[src/rtl/alu_ops_pkg.sv]
// Shared definitions for the ALU operand driver: opcode values understood by the
// external ALU and the sequencing FSM state encoding.
package alu_ops_pkg;

  localparam int unsigned OpW = 4;

  localparam logic [OpW-1:0] ROL     = 4'd0;
  localparam logic [OpW-1:0] ROR     = 4'd1;
  localparam logic [OpW-1:0] MAX     = 4'd2;
  localparam logic [OpW-1:0] MIN     = 4'd3;
  localparam logic [OpW-1:0] SGT     = 4'd4;
  // First opcode value the ALU does not implement.
  localparam logic [OpW-1:0] NUM_OPS = 4'd5;

  typedef enum logic [1:0] {
    StIdle,
    StWait,
    StResp
  } state_e;

endpackage

[src/rtl/alu_req_fifo.sv]
// Synchronous request buffer with full/empty flags.
// Ports:
//   clk, rst_n        clock, asynchronous active-low reset (empties the buffer)
//   push_i, wdata_i   write strobe and data; ignored while full
//   pop_i             read strobe; ignored while empty
//   rdata_o           head entry (valid while !empty_o)
//   full_o, empty_o   occupancy flags
module alu_req_fifo
  import alu_ops_pkg::*;
#(
  parameter int unsigned DEPTH = 4,
  parameter int unsigned DW    = 8
) (
  input  logic          clk,
  input  logic          rst_n,
  input  logic          push_i,
  input  logic [DW-1:0] wdata_i,
  input  logic          pop_i,
  output logic [DW-1:0] rdata_o,
  output logic          full_o,
  output logic          empty_o
);

  localparam int unsigned AW = $clog2(DEPTH);

  logic [DW-1:0] mem_q [DEPTH];
  // Extra MSB on each pointer distinguishes full from empty.
  logic [AW:0]   wptr_q, rptr_q;
  logic          do_push, do_pop;

  assign full_o  = (wptr_q[AW] != rptr_q[AW]) && (wptr_q[AW-1:0] == rptr_q[AW-1:0]);
  assign empty_o = (wptr_q == rptr_q);
  assign do_push = push_i && !full_o;
  assign do_pop  = pop_i && !empty_o;
  assign rdata_o = mem_q[rptr_q[AW-1:0]];

  always_ff @(posedge clk or negedge rst_n) begin
    if (!rst_n) begin
      wptr_q <= '0;
      rptr_q <= '0;
      for (int i = 0; i < int'(DEPTH); i++) begin
        mem_q[i] <= '0;
      end
    end else begin
      if (do_push) begin
        mem_q[wptr_q[AW-1:0]] <= wdata_i;
        wptr_q                <= wptr_q + 1'b1;
      end
      if (do_pop) begin
        rptr_q <= rptr_q + 1'b1;
      end
    end
  end

endmodule

[src/rtl/alu_op_driver.sv]
// Front end owning the operand/opcode interface of an external combinational ALU.
// Requests are buffered, issued one at a time, held stable for ALU_LATENCY cycles,
// and the sampled result/flags are returned with the caller's tag.
// Ports:
//   clk, rst_n                         clock, asynchronous active-low reset
//   req_*                              valid/ready request channel (opcode, operands, shift, tag)
//   alu_opcode/input1/input2/shiftValue  registered drive into the ALU
//   alu_result/carryFlag/zeroFlag/overFlowFlag  ALU outputs, sampled after settling
//   rsp_*                              valid/ready response channel
//   busy                               work buffered or in flight
module alu_op_driver
  import alu_ops_pkg::*;
#(
  parameter int unsigned WIDTH       = 8,
  parameter int unsigned SHIFT_W     = 5,
  parameter int unsigned TAG_W       = 4,
  parameter int unsigned FIFO_DEPTH  = 4,
  parameter int unsigned ALU_LATENCY = 1
) (
  input  logic               clk,
  input  logic               rst_n,
  input  logic               req_valid,
  output logic               req_ready,
  input  logic [OpW-1:0]     req_opcode,
  input  logic [WIDTH-1:0]   req_input1,
  input  logic [WIDTH-1:0]   req_input2,
  input  logic [SHIFT_W-1:0] req_shift,
  input  logic [TAG_W-1:0]   req_tag,
  output logic [OpW-1:0]     alu_opcode,
  output logic [WIDTH-1:0]   alu_input1,
  output logic [WIDTH-1:0]   alu_input2,
  output logic [SHIFT_W-1:0] alu_shiftValue,
  input  logic [WIDTH-1:0]   alu_result,
  input  logic               alu_carryFlag,
  input  logic               alu_zeroFlag,
  input  logic               alu_overFlowFlag,
  output logic               rsp_valid,
  input  logic               rsp_ready,
  output logic [WIDTH-1:0]   rsp_result,
  output logic               rsp_carry,
  output logic               rsp_zero,
  output logic               rsp_overflow,
  output logic               rsp_illegal,
  output logic [TAG_W-1:0]   rsp_tag,
  output logic               busy
);

  localparam int unsigned EntryW = OpW + 2 * WIDTH + SHIFT_W + TAG_W;
  localparam int unsigned CntW   = $clog2(ALU_LATENCY + 1);

  logic [EntryW-1:0]  fifo_rdata;
  logic               fifo_full, fifo_empty, fifo_pop;
  logic [OpW-1:0]     f_op;
  logic [WIDTH-1:0]   f_in1, f_in2;
  logic [SHIFT_W-1:0] f_shift, shift_norm;
  logic [TAG_W-1:0]   f_tag;
  logic               op_legal;

  state_e             state_q;
  logic [CntW-1:0]    cnt_q;
  logic [TAG_W-1:0]   tag_q;
  logic [OpW-1:0]     alu_opcode_q;
  logic [WIDTH-1:0]   alu_input1_q, alu_input2_q;
  logic [SHIFT_W-1:0] alu_shift_q;
  logic               rsp_valid_q, rsp_carry_q, rsp_zero_q, rsp_overflow_q, rsp_illegal_q;
  logic [WIDTH-1:0]   rsp_result_q;
  logic [TAG_W-1:0]   rsp_tag_q;

  alu_req_fifo #(
    .DEPTH (FIFO_DEPTH),
    .DW    (EntryW)
  ) u_fifo (
    .clk     (clk),
    .rst_n   (rst_n),
    .push_i  (req_valid),
    .wdata_i ({req_opcode, req_input1, req_input2, req_shift, req_tag}),
    .pop_i   (fifo_pop),
    .rdata_o (fifo_rdata),
    .full_o  (fifo_full),
    .empty_o (fifo_empty)
  );

  assign {f_op, f_in1, f_in2, f_shift, f_tag} = fifo_rdata;
  assign op_legal  = (f_op < NUM_OPS);
  assign fifo_pop  = (state_q == StIdle) && !fifo_empty;
  assign req_ready = !fifo_full;
  assign busy      = !fifo_empty || (state_q != StIdle);

  // Rotates are taken modulo the operand width; other ops see the raw shift.
  always_comb begin
    shift_norm = f_shift;
    if (f_op == ROL || f_op == ROR) begin
      shift_norm = f_shift % SHIFT_W'(WIDTH);
    end
  end

  always_ff @(posedge clk or negedge rst_n) begin
    if (!rst_n) begin
      state_q        <= StIdle;
      cnt_q          <= '0;
      tag_q          <= '0;
      alu_opcode_q   <= '0;
      alu_input1_q   <= '0;
      alu_input2_q   <= '0;
      alu_shift_q    <= '0;
      rsp_valid_q    <= 1'b0;
      rsp_result_q   <= '0;
      rsp_carry_q    <= 1'b0;
      rsp_zero_q     <= 1'b0;
      rsp_overflow_q <= 1'b0;
      rsp_illegal_q  <= 1'b0;
      rsp_tag_q      <= '0;
    end else begin
      unique case (state_q)
        StIdle: begin
          if (!fifo_empty) begin
            if (op_legal) begin
              alu_opcode_q <= f_op;
              alu_input1_q <= f_in1;
              alu_input2_q <= f_in2;
              alu_shift_q  <= shift_norm;
              tag_q        <= f_tag;
              cnt_q        <= CntW'(ALU_LATENCY);
              state_q      <= StWait;
            end else begin
              // Illegal ops never reach the ALU; the previous drive is kept.
              rsp_result_q   <= '0;
              rsp_carry_q    <= 1'b0;
              rsp_zero_q     <= 1'b0;
              rsp_overflow_q <= 1'b0;
              rsp_illegal_q  <= 1'b1;
              rsp_tag_q      <= f_tag;
              rsp_valid_q    <= 1'b1;
              state_q        <= StResp;
            end
          end
        end
        StWait: begin
          cnt_q <= cnt_q - CntW'(1);
          if (cnt_q == CntW'(1)) begin
            rsp_result_q   <= alu_result;
            rsp_carry_q    <= alu_carryFlag;
            rsp_zero_q     <= alu_zeroFlag;
            rsp_overflow_q <= alu_overFlowFlag;
            rsp_illegal_q  <= 1'b0;
            rsp_tag_q      <= tag_q;
            rsp_valid_q    <= 1'b1;
            state_q        <= StResp;
          end
        end
        StResp: begin
          if (rsp_ready) begin
            rsp_valid_q <= 1'b0;
            state_q     <= StIdle;
          end
        end
        default: state_q <= StIdle;
      endcase
    end
  end

  assign alu_opcode     = alu_opcode_q;
  assign alu_input1     = alu_input1_q;
  assign alu_input2     = alu_input2_q;
  assign alu_shiftValue = alu_shift_q;
  assign rsp_valid      = rsp_valid_q;
  assign rsp_result     = rsp_result_q;
  assign rsp_carry      = rsp_carry_q;
  assign rsp_zero       = rsp_zero_q;
  assign rsp_overflow   = rsp_overflow_q;
  assign rsp_illegal    = rsp_illegal_q;
  assign rsp_tag        = rsp_tag_q;

endmodule

[config.mk]
export PLATFORM = sky130hd
export DESIGN_NAME = alu_op_driver
export DESIGN_NICKNAME = d
export VERILOG_FILES = /design/src/rtl/alu_ops_pkg.sv /design/src/rtl/alu_req_fifo.sv /design/src/rtl/alu_op_driver.sv
export SDC_FILE = /design/constraint.sdc
export NUM_CORES = 1
export LEC_CHECK = 0
export CORE_MARGIN = 4
export CORE_UTILIZATION = 50
export CTS_CLUSTER_DIAMETER = 30
export DETAILED_ROUTE_END_ITERATION = 16
export PLACE_DENSITY = 0.8
export SYNTH_ARGS = -nofsm -noshare
export SYNTH_HDL_FRONTEND = slang
export SYNTH_SLANG_ARGS = --single-unit
[constraint.sdc]
create_clock -name clk -period 2 [get_ports clk]
set_input_delay 0.3 -clock clk [delete_from_list [all_inputs] [get_ports clk]]
set_output_delay 0.3 -clock clk [all_outputs]
set_load 0.02 [all_outputs]
==> qor.yml <==
period_share_pct: 106
syn-num-nets: 501
violations: "setup timing"
ys_types: 34
synth-seq-cells: 171
rr_worst_depth: 6
hold_violations: 0
dp.cells: 734
syn_area_per_cell_um2: 16.4
leakage_uw: 0.00449
cts_tree: "done"
crit_chain: "mux4_2 -> o21ai_2 -> nand2_2 -> nor2_4 -> buf_4 -> mux2_1"
place_hpwl_mm: 10.4
synth_xor_area_share_pct: 0.826
synthArstFlopShare_pct: 100
critPathLaunchType: "register"
reg2reg_from: "u_fifo.rptr_q[0]$_DFFE_PN0P_"
numCtsBuffers: 17
start_util_pct: 51.1
p_per_area_mw_per_mm2: 1930
synth_top_cell_by_area: "dfrtp_1"
nFillCells: 905
drv_slew: 0
fin_ws_ns: -0.129
place.gp.congestion: 0.767
clkSlewWorstSetupHoldPaths_ns: 0.06
clkLatencyLatePin_ns: 0.43
yosys-top-cells-area: "dfrtp_1, mux2_1, mux4_2"
synthFlopType: "dfrtp_1"
fin_hold_ws_ns: 0.379
drive_gt1_share_pct: 34.7
wl_per_cell_um: 21.7
clock-sinks: 171
antenna_found_initial: 0
viasPerCell: 5.61
period_minus_slack_ns: 2.13
fmax_mhz: 470
ios: 88
synth_edf_count: 0
root_buffer: "clkbuf_16"
syn_inst: 452
drtIter0Drc: 267
r2r_slack_ns: -0.13
cpMaxStageDelayCell: "mux4_2"
core_mm2: 0.0145
postRouteAntennaNets: 0
synthMuxAreaShare_pct: 33.0
synth_top_cell_area_share_pct: 57.6
io_buffers: 87
syn-cell-area_mm2: 0.00743
timing.setup.tns_ns: -12.95
cpPeakStageDelay_ns: 0.56
cts.path.max_buffers: 2
worstHoldPathType: "input port to asynchronous set/reset pin"
relSlewSlack_pct: 68.4
synth_warnings: 0
crit_required_ns: 2.29
grt_use_total_pct: 19.1
max-cap-violations: 0
dp_worst_setup_slack_ns: -0.0885
grt_max_degree: 50
grt_pass1_wl_mm: 24.8
die_h_um: 130
fp-row-count: 44
synth_top_family_by_area: "multiplexers"
ys_seq_area_share_pct: 57.6
reg2reg_to: "alu_input1[5]$_DFFE_PN0P_"
area_growth_syn_to_layout_pct: 33.3
ctsHtreeMaxLevel: 4
dieArea_mm2: 0.0169
fin_nets: 634
worst_pin_slew_ns: 0.474
first_pass_iters: 4
finalNonFillerCells: 780
grt_pass1_vias: 4643
synth_fa_ha_area_share_pct: 0.842
critical_path.max_fanout: 7
arrival_ns: 2.42
grt_overflow: 0
synth_compound_area_share_pct: 2.66
die_w_um: 130
wl_mm: 16.9
vias: 4377
drc: 0
synth_most_common_cell: "dfrtp_1"
synthSimpleGateAreaFrac_pct: 1.87
n_antenna_cell: 0
synth_common_cells: "dfrtp_1, mux2_1, mux2_4, mux4_2, a22o_1"
peakVddDrop_mv: 1.01
status: "finished with violations"
worstSetupPathType: "register to register"
rsz0062_at_grt: "true"
end_kind: "register"
skew_ns: 0.0128
setup_violations: 163
## how the worst max path moves through the flow
stage / start / end / slack, ns / cells past startpoint
after floorplan: u_fifo.rptr_q[0]$_DFFE_PN0P_ / u_fifo.mem_q[106]$_DFFE_PN0P_ / -0.12 / 10
after global placement: u_fifo.rptr_q[0]$_DFFE_PN0P_ / alu_shiftValue[3]$_DFFE_PN0P_ / -0.06 / 6
after detailed placement: u_fifo.rptr_q[0]$_DFFE_PN0P_ / alu_input1[7]$_DFFE_PN0P_ / -0.09 / 6
after CTS: u_fifo.rptr_q[0]$_DFFE_PN0P_ / alu_input1[5]$_DFFE_PN0P_ / -0.08 / 6
after global routing: u_fifo.rptr_q[0]$_DFFE_PN0P_ / alu_input1[5]$_DFFE_PN0P_ / -0.20 / 6
final: u_fifo.rptr_q[0]$_DFFE_PN0P_ / alu_input1[5]$_DFFE_PN0P_ / -0.13 / 6
## routing by layer
metal	share of wire (%)	wire, um	global-route usage (%)	vias to the layer above
met5	0	0	0	-
met4	2.0	337	7.27	0
met1	44	7400	24.9	2326
met3	4.7	787	4.34	27
li1	-	-	-	1917
met2	50	8360	31.7	107
## cell families after synthesis
family,Yosys count
fa+ha+maj,5
buf+inv,34
flops,171
simple gates,27
xor+xnor,7
compound gates,29
mux,179
## critical path, delay by kind of cell, from the launching register on
kind	cells	cell delay [ns]
and+or+nand+nor	2	0.24
AOI/OAI and AO/OA	1	0.20
buffers and inverters	1	0.18
DFF	1	0.45
muxes	2	0.92
## metrics by stage
stage               util, %  total power (uW)  area [um2]
floorplan                 -             11600        7500
CTS                    64.4             17600        9350
finish                 68.1             19200        9900
global route           68.1             20100        9900
detailed placement     60.4             14400        8780
global placement       60.4             14000        8780
## timing repair
action	CTS	global route
buffers inserted	1	2
gates resized for setup	13	66
pin swaps	0	9
cloned	0	12
hold buffers	1	0
setup endpoints to repair	46	163
hold endpoints to repair	44	0
## report_power, final
part / internal, uW / switching [uW] / total, uW
Clock: 1700 / 1310 / 3000
Sequential: 5280 / 1100 / 6370
Combinational: 5740 / 4030 / 9770
Total: 12700 / 6430 / 19200
## final cells by class
class	instances	area [um2]	share of cell area, %
sequential	171	4280	43.2
timing repair buffer	142	1630	16.5
multi-input combinational	247	3200	32.3
inverter	6	22.5	0.228
tap	184	230	2.33
clock inverter	7	41.3	0.417
clock buffer	23	488	4.93
## registers in the layout (all words and copies together), names as in the netlist, 4 cells and up
register,cells
rsp_result,8
tag_q,4
alu_input1,8
alu_input2,8
u_fifo.mem_q,116
alu_shiftValue,5
rsp_tag,4
alu_opcode,4
## layout by cell type, fill, tap and decap left out, drive strengths merged
| cell | n |
|---|---|
| a21oi | 5 |
| a221oi | 1 |
| a22o | 11 |
| and2 | 1 |
| and3 | 1 |
| buf | 47 |
| clkbuf | 33 |
| clkdlybuf4s50 | 84 |
| clkinv | 5 |
| clkinvlp | 1 |
| dfrtp | 171 |
| dlygate4sd3 | 1 |
| ha | 5 |
| inv | 7 |
| mux2 | 146 |
| mux2i | 4 |
| mux4 | 29 |
| nand2 | 7 |
| nand2b | 1 |
| nand3 | 3 |
| nand3b | 2 |
| nand4 | 1 |
| nor2 | 6 |
| nor2b | 3 |
| nor3 | 1 |
| o21ai | 12 |
| or2 | 1 |
| xnor2 | 7 |
(Power assumes the default switching activity.)
